File: src/rtl/mem_access_arbiter_if.sv
// mem_access_arbiter_if: requester and memory bus bundle for mem_access_arbiter
interface mem_access_arbiter_if #(
    parameter int ADDR_W = 16,
    parameter int DATA_W = 16
);
    logic              MAA_f_req;
    logic [ADDR_W-1:0] MAA_f_addr;
    logic              MAA_f_ack;
    logic              MAA_d_req;
    logic              MAA_d_we;
    logic [ADDR_W-1:0] MAA_d_addr;
    logic [DATA_W-1:0] MAA_d_wdata;
    logic              MAA_d_ack;
    logic [DATA_W-1:0] MAA_rdata;
    logic              MAA_busy;
    logic [ADDR_W-1:0] MAA_mar_addr;
    logic              MAA_mar_wr_en;
    logic              MAA_mem_rd_en;
    logic              MAA_mem_wr_en;
    logic [DATA_W-1:0] MAA_mem_wdata;
    logic [DATA_W-1:0] MAA_mem_rdata;
    modport slave (
        input  MAA_f_req, MAA_f_addr, MAA_d_req, MAA_d_we, MAA_d_addr, MAA_d_wdata, MAA_mem_rdata,
        output MAA_f_ack, MAA_d_ack, MAA_rdata, MAA_busy, MAA_mar_addr, MAA_mar_wr_en,
               MAA_mem_rd_en, MAA_mem_wr_en, MAA_mem_wdata
    );
    modport master (
        output MAA_f_req, MAA_f_addr, MAA_d_req, MAA_d_we, MAA_d_addr, MAA_d_wdata, MAA_mem_rdata,
        input  MAA_f_ack, MAA_d_ack, MAA_rdata, MAA_busy, MAA_mar_addr, MAA_mar_wr_en,
               MAA_mem_rd_en, MAA_mem_wr_en, MAA_mem_wdata
    );
endinterface

File: src/rtl/mem_access_arbiter.sv
// mem_access_arbiter: sequences fetch/data memory accesses through the MAR (MAA_ROUND_ROBIN_EN selects round-robin arbitration)
module mem_access_arbiter #(
    parameter int ADDR_W      = 16,
    parameter int DATA_W      = 16,
    parameter int MEM_LATENCY = 2
) (
    input logic                MAA_clk,
    input logic                MAA_rst,
    mem_access_arbiter_if.slave bus
);
    typedef enum logic [1:0] {IDLE, LOAD, ACCESS, RESP} state_t;
    state_t            state_q;
    logic [3:0]        cnt_q;
    logic              gnt_d_q;
    logic              we_q;
    logic [ADDR_W-1:0] addr_q;
    logic [DATA_W-1:0] wdata_q;
    logic              mar_wr_en_q;
    logic              rd_en_q;
    logic              wr_en_q;
    logic [DATA_W-1:0] mem_wdata_q;
    logic              f_ack_q;
    logic              d_ack_q;
    logic [DATA_W-1:0] rdata_q;
    logic              pick_d;
`ifdef MAA_ROUND_ROBIN_EN
    logic              last_d_q;
    assign pick_d = bus.MAA_d_req && (!bus.MAA_f_req || !last_d_q);
`else
    assign pick_d = bus.MAA_d_req;
`endif
    assign bus.MAA_busy      = state_q != IDLE;
    assign bus.MAA_mar_addr  = addr_q;
    assign bus.MAA_mar_wr_en = mar_wr_en_q;
    assign bus.MAA_mem_rd_en = rd_en_q;
    assign bus.MAA_mem_wr_en = wr_en_q;
    assign bus.MAA_mem_wdata = mem_wdata_q;
    assign bus.MAA_f_ack     = f_ack_q;
    assign bus.MAA_d_ack     = d_ack_q;
    assign bus.MAA_rdata     = rdata_q;
    // Transaction FSM; every bus output is registered alongside the state it belongs to
    always_ff @(posedge MAA_clk) begin
        if (MAA_rst) begin
            state_q     <= IDLE;
            cnt_q       <= '0;
            gnt_d_q     <= 1'b0;
            we_q        <= 1'b0;
            addr_q      <= '0;
            wdata_q     <= '0;
            mar_wr_en_q <= 1'b0;
            rd_en_q     <= 1'b0;
            wr_en_q     <= 1'b0;
            mem_wdata_q <= '0;
            f_ack_q     <= 1'b0;
            d_ack_q     <= 1'b0;
            rdata_q     <= '0;
`ifdef MAA_ROUND_ROBIN_EN
            last_d_q    <= 1'b0;
`endif
        end else begin
            case (state_q)
                IDLE: if (bus.MAA_f_req || bus.MAA_d_req) begin
                    gnt_d_q     <= pick_d;
                    we_q        <= pick_d && bus.MAA_d_we;
                    addr_q      <= pick_d ? bus.MAA_d_addr : bus.MAA_f_addr;
                    wdata_q     <= bus.MAA_d_wdata;
                    mar_wr_en_q <= 1'b1;
                    state_q     <= LOAD;
`ifdef MAA_ROUND_ROBIN_EN
                    last_d_q    <= pick_d;
`endif
                end
                LOAD: begin
                    mar_wr_en_q <= 1'b0;
                    rd_en_q     <= !we_q;
                    wr_en_q     <= we_q;
                    mem_wdata_q <= we_q ? wdata_q : '0;
                    cnt_q       <= 4'(MEM_LATENCY - 1);
                    state_q     <= ACCESS;
                end
                ACCESS: if (cnt_q == '0) begin
                    rd_en_q     <= 1'b0;
                    wr_en_q     <= 1'b0;
                    mem_wdata_q <= '0;
                    rdata_q     <= we_q ? rdata_q : bus.MAA_mem_rdata;
                    f_ack_q     <= !gnt_d_q;
                    d_ack_q     <= gnt_d_q;
                    state_q     <= RESP;
                end else begin
                    cnt_q <= cnt_q - 4'd1;
                end
                default: begin
                    f_ack_q <= 1'b0;
                    d_ack_q <= 1'b0;
                    state_q <= IDLE;
                end
            endcase
        end
    end
endmodule
File: src/flat_wrapper.sv
// flat-port wrapper written by rule: the top's interface ports become plain ports
module mem_access_arbiter_flat 
#(
    parameter int ADDR_W      = 16,
    parameter int DATA_W      = 16,
    parameter int MEM_LATENCY = 2
)
  (MAA_clk, MAA_rst, bus_MAA_f_req, bus_MAA_f_addr, bus_MAA_d_req, bus_MAA_d_we, bus_MAA_d_addr, bus_MAA_d_wdata, bus_MAA_mem_rdata, bus_MAA_f_ack, bus_MAA_d_ack, bus_MAA_rdata, bus_MAA_busy, bus_MAA_mar_addr, bus_MAA_mar_wr_en, bus_MAA_mem_rd_en, bus_MAA_mem_wr_en, bus_MAA_mem_wdata);
  mem_access_arbiter_if #(.ADDR_W(ADDR_W), .DATA_W(DATA_W)) bus_i ();
  input logic MAA_clk;
  input logic MAA_rst;
  input wire logic [$bits(bus_i.MAA_f_req)-1:0] bus_MAA_f_req;
  input wire logic [$bits(bus_i.MAA_f_addr)-1:0] bus_MAA_f_addr;
  input wire logic [$bits(bus_i.MAA_d_req)-1:0] bus_MAA_d_req;
  input wire logic [$bits(bus_i.MAA_d_we)-1:0] bus_MAA_d_we;
  input wire logic [$bits(bus_i.MAA_d_addr)-1:0] bus_MAA_d_addr;
  input wire logic [$bits(bus_i.MAA_d_wdata)-1:0] bus_MAA_d_wdata;
  input wire logic [$bits(bus_i.MAA_mem_rdata)-1:0] bus_MAA_mem_rdata;
  output wire logic [$bits(bus_i.MAA_f_ack)-1:0] bus_MAA_f_ack;
  output wire logic [$bits(bus_i.MAA_d_ack)-1:0] bus_MAA_d_ack;
  output wire logic [$bits(bus_i.MAA_rdata)-1:0] bus_MAA_rdata;
  output wire logic [$bits(bus_i.MAA_busy)-1:0] bus_MAA_busy;
  output wire logic [$bits(bus_i.MAA_mar_addr)-1:0] bus_MAA_mar_addr;
  output wire logic [$bits(bus_i.MAA_mar_wr_en)-1:0] bus_MAA_mar_wr_en;
  output wire logic [$bits(bus_i.MAA_mem_rd_en)-1:0] bus_MAA_mem_rd_en;
  output wire logic [$bits(bus_i.MAA_mem_wr_en)-1:0] bus_MAA_mem_wr_en;
  output wire logic [$bits(bus_i.MAA_mem_wdata)-1:0] bus_MAA_mem_wdata;
  assign bus_i.MAA_f_req = bus_MAA_f_req;
  assign bus_i.MAA_f_addr = bus_MAA_f_addr;
  assign bus_i.MAA_d_req = bus_MAA_d_req;
  assign bus_i.MAA_d_we = bus_MAA_d_we;
  assign bus_i.MAA_d_addr = bus_MAA_d_addr;
  assign bus_i.MAA_d_wdata = bus_MAA_d_wdata;
  assign bus_i.MAA_mem_rdata = bus_MAA_mem_rdata;
  assign bus_MAA_f_ack = bus_i.MAA_f_ack;
  assign bus_MAA_d_ack = bus_i.MAA_d_ack;
  assign bus_MAA_rdata = bus_i.MAA_rdata;
  assign bus_MAA_busy = bus_i.MAA_busy;
  assign bus_MAA_mar_addr = bus_i.MAA_mar_addr;
  assign bus_MAA_mar_wr_en = bus_i.MAA_mar_wr_en;
  assign bus_MAA_mem_rd_en = bus_i.MAA_mem_rd_en;
  assign bus_MAA_mem_wr_en = bus_i.MAA_mem_wr_en;
  assign bus_MAA_mem_wdata = bus_i.MAA_mem_wdata;
  mem_access_arbiter #(.ADDR_W(ADDR_W), .DATA_W(DATA_W), .MEM_LATENCY(MEM_LATENCY)) u_core (.MAA_clk(MAA_clk), .MAA_rst(MAA_rst), .bus(bus_i));
endmodule
File: config.mk
export PLATFORM = sky130hd
export DESIGN_NAME = mem_access_arbiter_flat
export DESIGN_NICKNAME = d
export VERILOG_FILES = /design/src/rtl/mem_access_arbiter_if.sv /design/src/rtl/mem_access_arbiter.sv /design/src/flat_wrapper.sv
export SDC_FILE = /design/constraint.sdc
export NUM_CORES = 1
export LEC_CHECK = 0
export CAP_MARGIN = 20
export CORE_UTILIZATION = 44
export DETAILED_ROUTE_END_ITERATION = 8
export PLACE_DENSITY = 0.82
export SLEW_MARGIN = 20
export SYNTH_ARGS = -nofsm -noshare
export SYNTH_HDL_FRONTEND = slang
export SYNTH_SLANG_ARGS = --single-unit
File: constraint.sdc
create_clock -name MAA_clk -period 2 [get_ports MAA_clk]
set_input_delay 0.3 -clock MAA_clk [delete_from_list [all_inputs] [get_ports MAA_clk]]
set_output_delay 0.3 -clock MAA_clk [all_outputs]
set_load 0.1 [all_outputs]
==> impl_metrics.tcl <==
set metrics [dict create \
    status "finished clean" \
    cts_buffers 9 \
    cp_max_fo 8 \
    dr.pass1.iters 4 \
    syn_inst 344 \
    drive_gt1_share_pct 19.70 \
    cts_root_buf "clkbuf_8" \
    drc 0 \
    yosys_warnings 0 \
    final_hold_viol_count 0 \
    area_growth_pct 43.58 \
    start_kind "register" \
    finalCritPeriodShare_pct 88.38 \
    grt_max_degree 39 \
    hpwl_um 5407 \
    pre_cts_slack_ns 0.1832 \
    slowest_delay_ns 0.49 \
    vias 2849 \
    detail-route-antenna-nets 0 \
    htreeDepth 3 \
    synthArstFlopShare_pct 0 \
    finalWirelength_um 7453 \
    ctsHoldBuffers 0 \
    cts_tree "done" \
    dpl-instance-area_sq_um 4417 \
    nets 537 \
    post_drt_wl_per_cell_um 13.24 \
    cts_resized 0 \
    die_w_um 87.52 \
    min_path_type "in2reg" \
    cts.sinks 77 \
    drtIter0Drc 123 \
    rows 30 \
    wl_met1_um 3317 \
    fin_util_pct 66.54 \
    initial_core_util_pct 46.34 \
    crit_path_top_delay_cell "or3b_1" \
    routabilityCongestion 0.8249 \
    max-vdd-ir-drop_mv 0.7978 \
    routed.top_layer "met4" \
    clock_skew_ns 0.009790 \
    portBuffers 122 \
    tightest_slew_ns 0.6269 \
    ys_ff_latch 77 \
    antenna_found_initial 0 \
    fp.coreArea_sq_um 6944 \
    crit_chain "inv_1, ha_1, or3b_1, a22oi_2, mux2_2" \
    powerDensity_nw_per_um2 1476 \
    max-cap-violations 0 \
    vias_per_cell 5.060 \
    path_clk_slew_ns 0.09 \
    worst_slack_ns 0.2323 \
    grt_pass1_wl_um 12410 \
    setup_tns_ns 0 \
    grt_overflow 0 \
    maxSlewViolCount 0 \
    grt_usage_pct 20.51 \
    relSlewSlack_pct 58.20 \
    met2_length_um 3600 \
    die-area_sq_um 7660 \
    design_area_sq_um 4621 \
    period_minus_slack_ns 1.768 \
    synth_nets 419 \
    antenna_cells 0 \
    cts_buffer_depth 2 \
    required_ns 2.23 \
    crit_type "reg2reg" \
    synth_edf_count 0 \
    yosysSeqAreaShare_pct 47.90 \
    hold_slack_ns 0.3415 \
    setup_viol 0 \
    crit_arrival_ns 2.00 \
    r2r_slack_ns 0.23 \
    io_pins 123 \
    grt_pass1_vias 2815 \
    fillCellCount 560 \
    die_h_um 87.52 \
    insertion_delay_ns 0.34 \
    cts_post_setup_buffers_inserted 0 \
    avgSynthCellArea_sq_um 9.355 \
    synth_area_sq_um 3218 \
    synth_ff_type "dfxtp_1" \
    rsz0062_at_grt "false" \
    end_kind "register" \
    met3_length_um 423 \
    fmax_ghz 0.5657 \
    p_leak_nw 1.894 \
    synth_cell_type_count 36 \
]
layer usage:
layer / up-vias / global-route usage (%)
li1: 1435 / -
met1: 1313 / 24.71
met2: 91 / 35.30
met3: 10 / 4.360
met4: 0 / 8.942
met5: - / 0
layout make-up:
class,count,area (sq um),share of cell area [%]
clock buffers,9,123.9,2.681
clock inverters,7,80.08,1.733
multi-input cells,230,1514,32.76
inverters,8,30.03,0.6499
flip-flops and latches,77,1541,33.36
well taps,96,120.1,2.600
repair buffers,136,1211,26.21
worst paths after layout:
kind	cells after the start	start	endpoint
min	2	MAA_rst	u_core.bus.MAA_mem_wdata[9]
max reg2reg	5	u_core.cnt_q[0]	u_core.state_q[0]
min reg2reg	2	u_core.wdata_q[1]	u_core.wdata_q[1]
max	5	u_core.cnt_q[0]	u_core.state_q[0]
synthesized netlist by cell type, types with 2 or more instances:
library cell / count / area (sq um)
clkbuf_1: 17 / 63.81
a21oi_1: 19 / 95.09
a32oi_1: 16 / 140.1
ha_1: 6 / 75.07
o32ai_1: 2 / 17.52
nand2b_1: 35 / 219.0
inv_1: 8 / 30.03
buf_4: 2 / 15.01
nor3_1: 2 / 10.01
nor2_1: 37 / 138.9
nand2_1: 36 / 135.1
and3b_1: 2 / 17.52
buf_2: 8 / 40.04
nand3b_1: 2 / 15.01
mux2i_1: 35 / 350.3
a211oi_1: 20 / 150.1
nand3_1: 2 / 10.01
dfxtp_1: 77 / 1541
metrics by stage:
step                      total power [mW]  instances
after detailed placement             5.655        547
after floorplan                      4.740        344
after global routing                 7.166        563
final                                6.820        563
after CTS                            6.864        563
after global placement               5.599        547
cell families (layout without fill, tap and decap cells):
logic type,count (synthesis),count (layout),share of synthesized area (%)
adder cells (fa/ha/maj),6,6,2.333
multiplexers,36,36,11.24
flip-flops,77,77,47.90
buffers and inverters,37,160,5.093
AO/OA/AOI/OAI,64,64,14.46
AND/OR/NAND/NOR,124,124,18.97
sequential cells by signal, summed over array words and instances, names as in the netlist:
signal	count
u_core.bus.MAA_mar_addr	16
u_core.bus.MAA_mem_wdata	16
u_core.bus.MAA_rdata	16
u_core.wdata_q	16
u_core.cnt_q	4
u_core.state_q	2
u_core.bus.MAA_d_ack	1
u_core.bus.MAA_f_ack	1
u_core.bus.MAA_mar_wr_en	1
u_core.bus.MAA_mem_rd_en	1
u_core.bus.MAA_mem_wr_en	1
u_core.gnt_d_q	1
u_core.we_q	1
power breakdown:
part	internal (mW)	leakage (nW)	switching (mW)	total [mW]
combinational	1.03	1.17	2.54	3.57
sequential	1.85	0.630	0.186	2.04
clock	0.592	0.0968	0.618	1.21
worst max-delay path: cells and delay by family, from the launching register on:
kind	cells	cell delay (ns)
and+or+nand+nor	1	0.49
muxes	1	0.36
DFF	1	0.34
AOI/OAI and AO/OA	1	0.23
adders and majority gates	1	0.16
buffers and inverters	1	0.09
cell usage in the layout, fill, tap and decap left out, drive strengths merged, types with 2 or more instances in the layout:
cell type / count
nand2: 36
a21oi: 19
nor2: 38
clkinvlp: 2
inv: 11
nand3b: 2
nand2b: 35
o32ai: 2
nand3: 2
mux2i: 35
a211oi: 20
a32oi: 16
dfxtp: 77
buf: 69
ha: 6
clkdlybuf4s50: 67
nor3: 2
and3b: 2
clkbuf: 9
No activity file was read; power rests on OpenSTA's default activity.
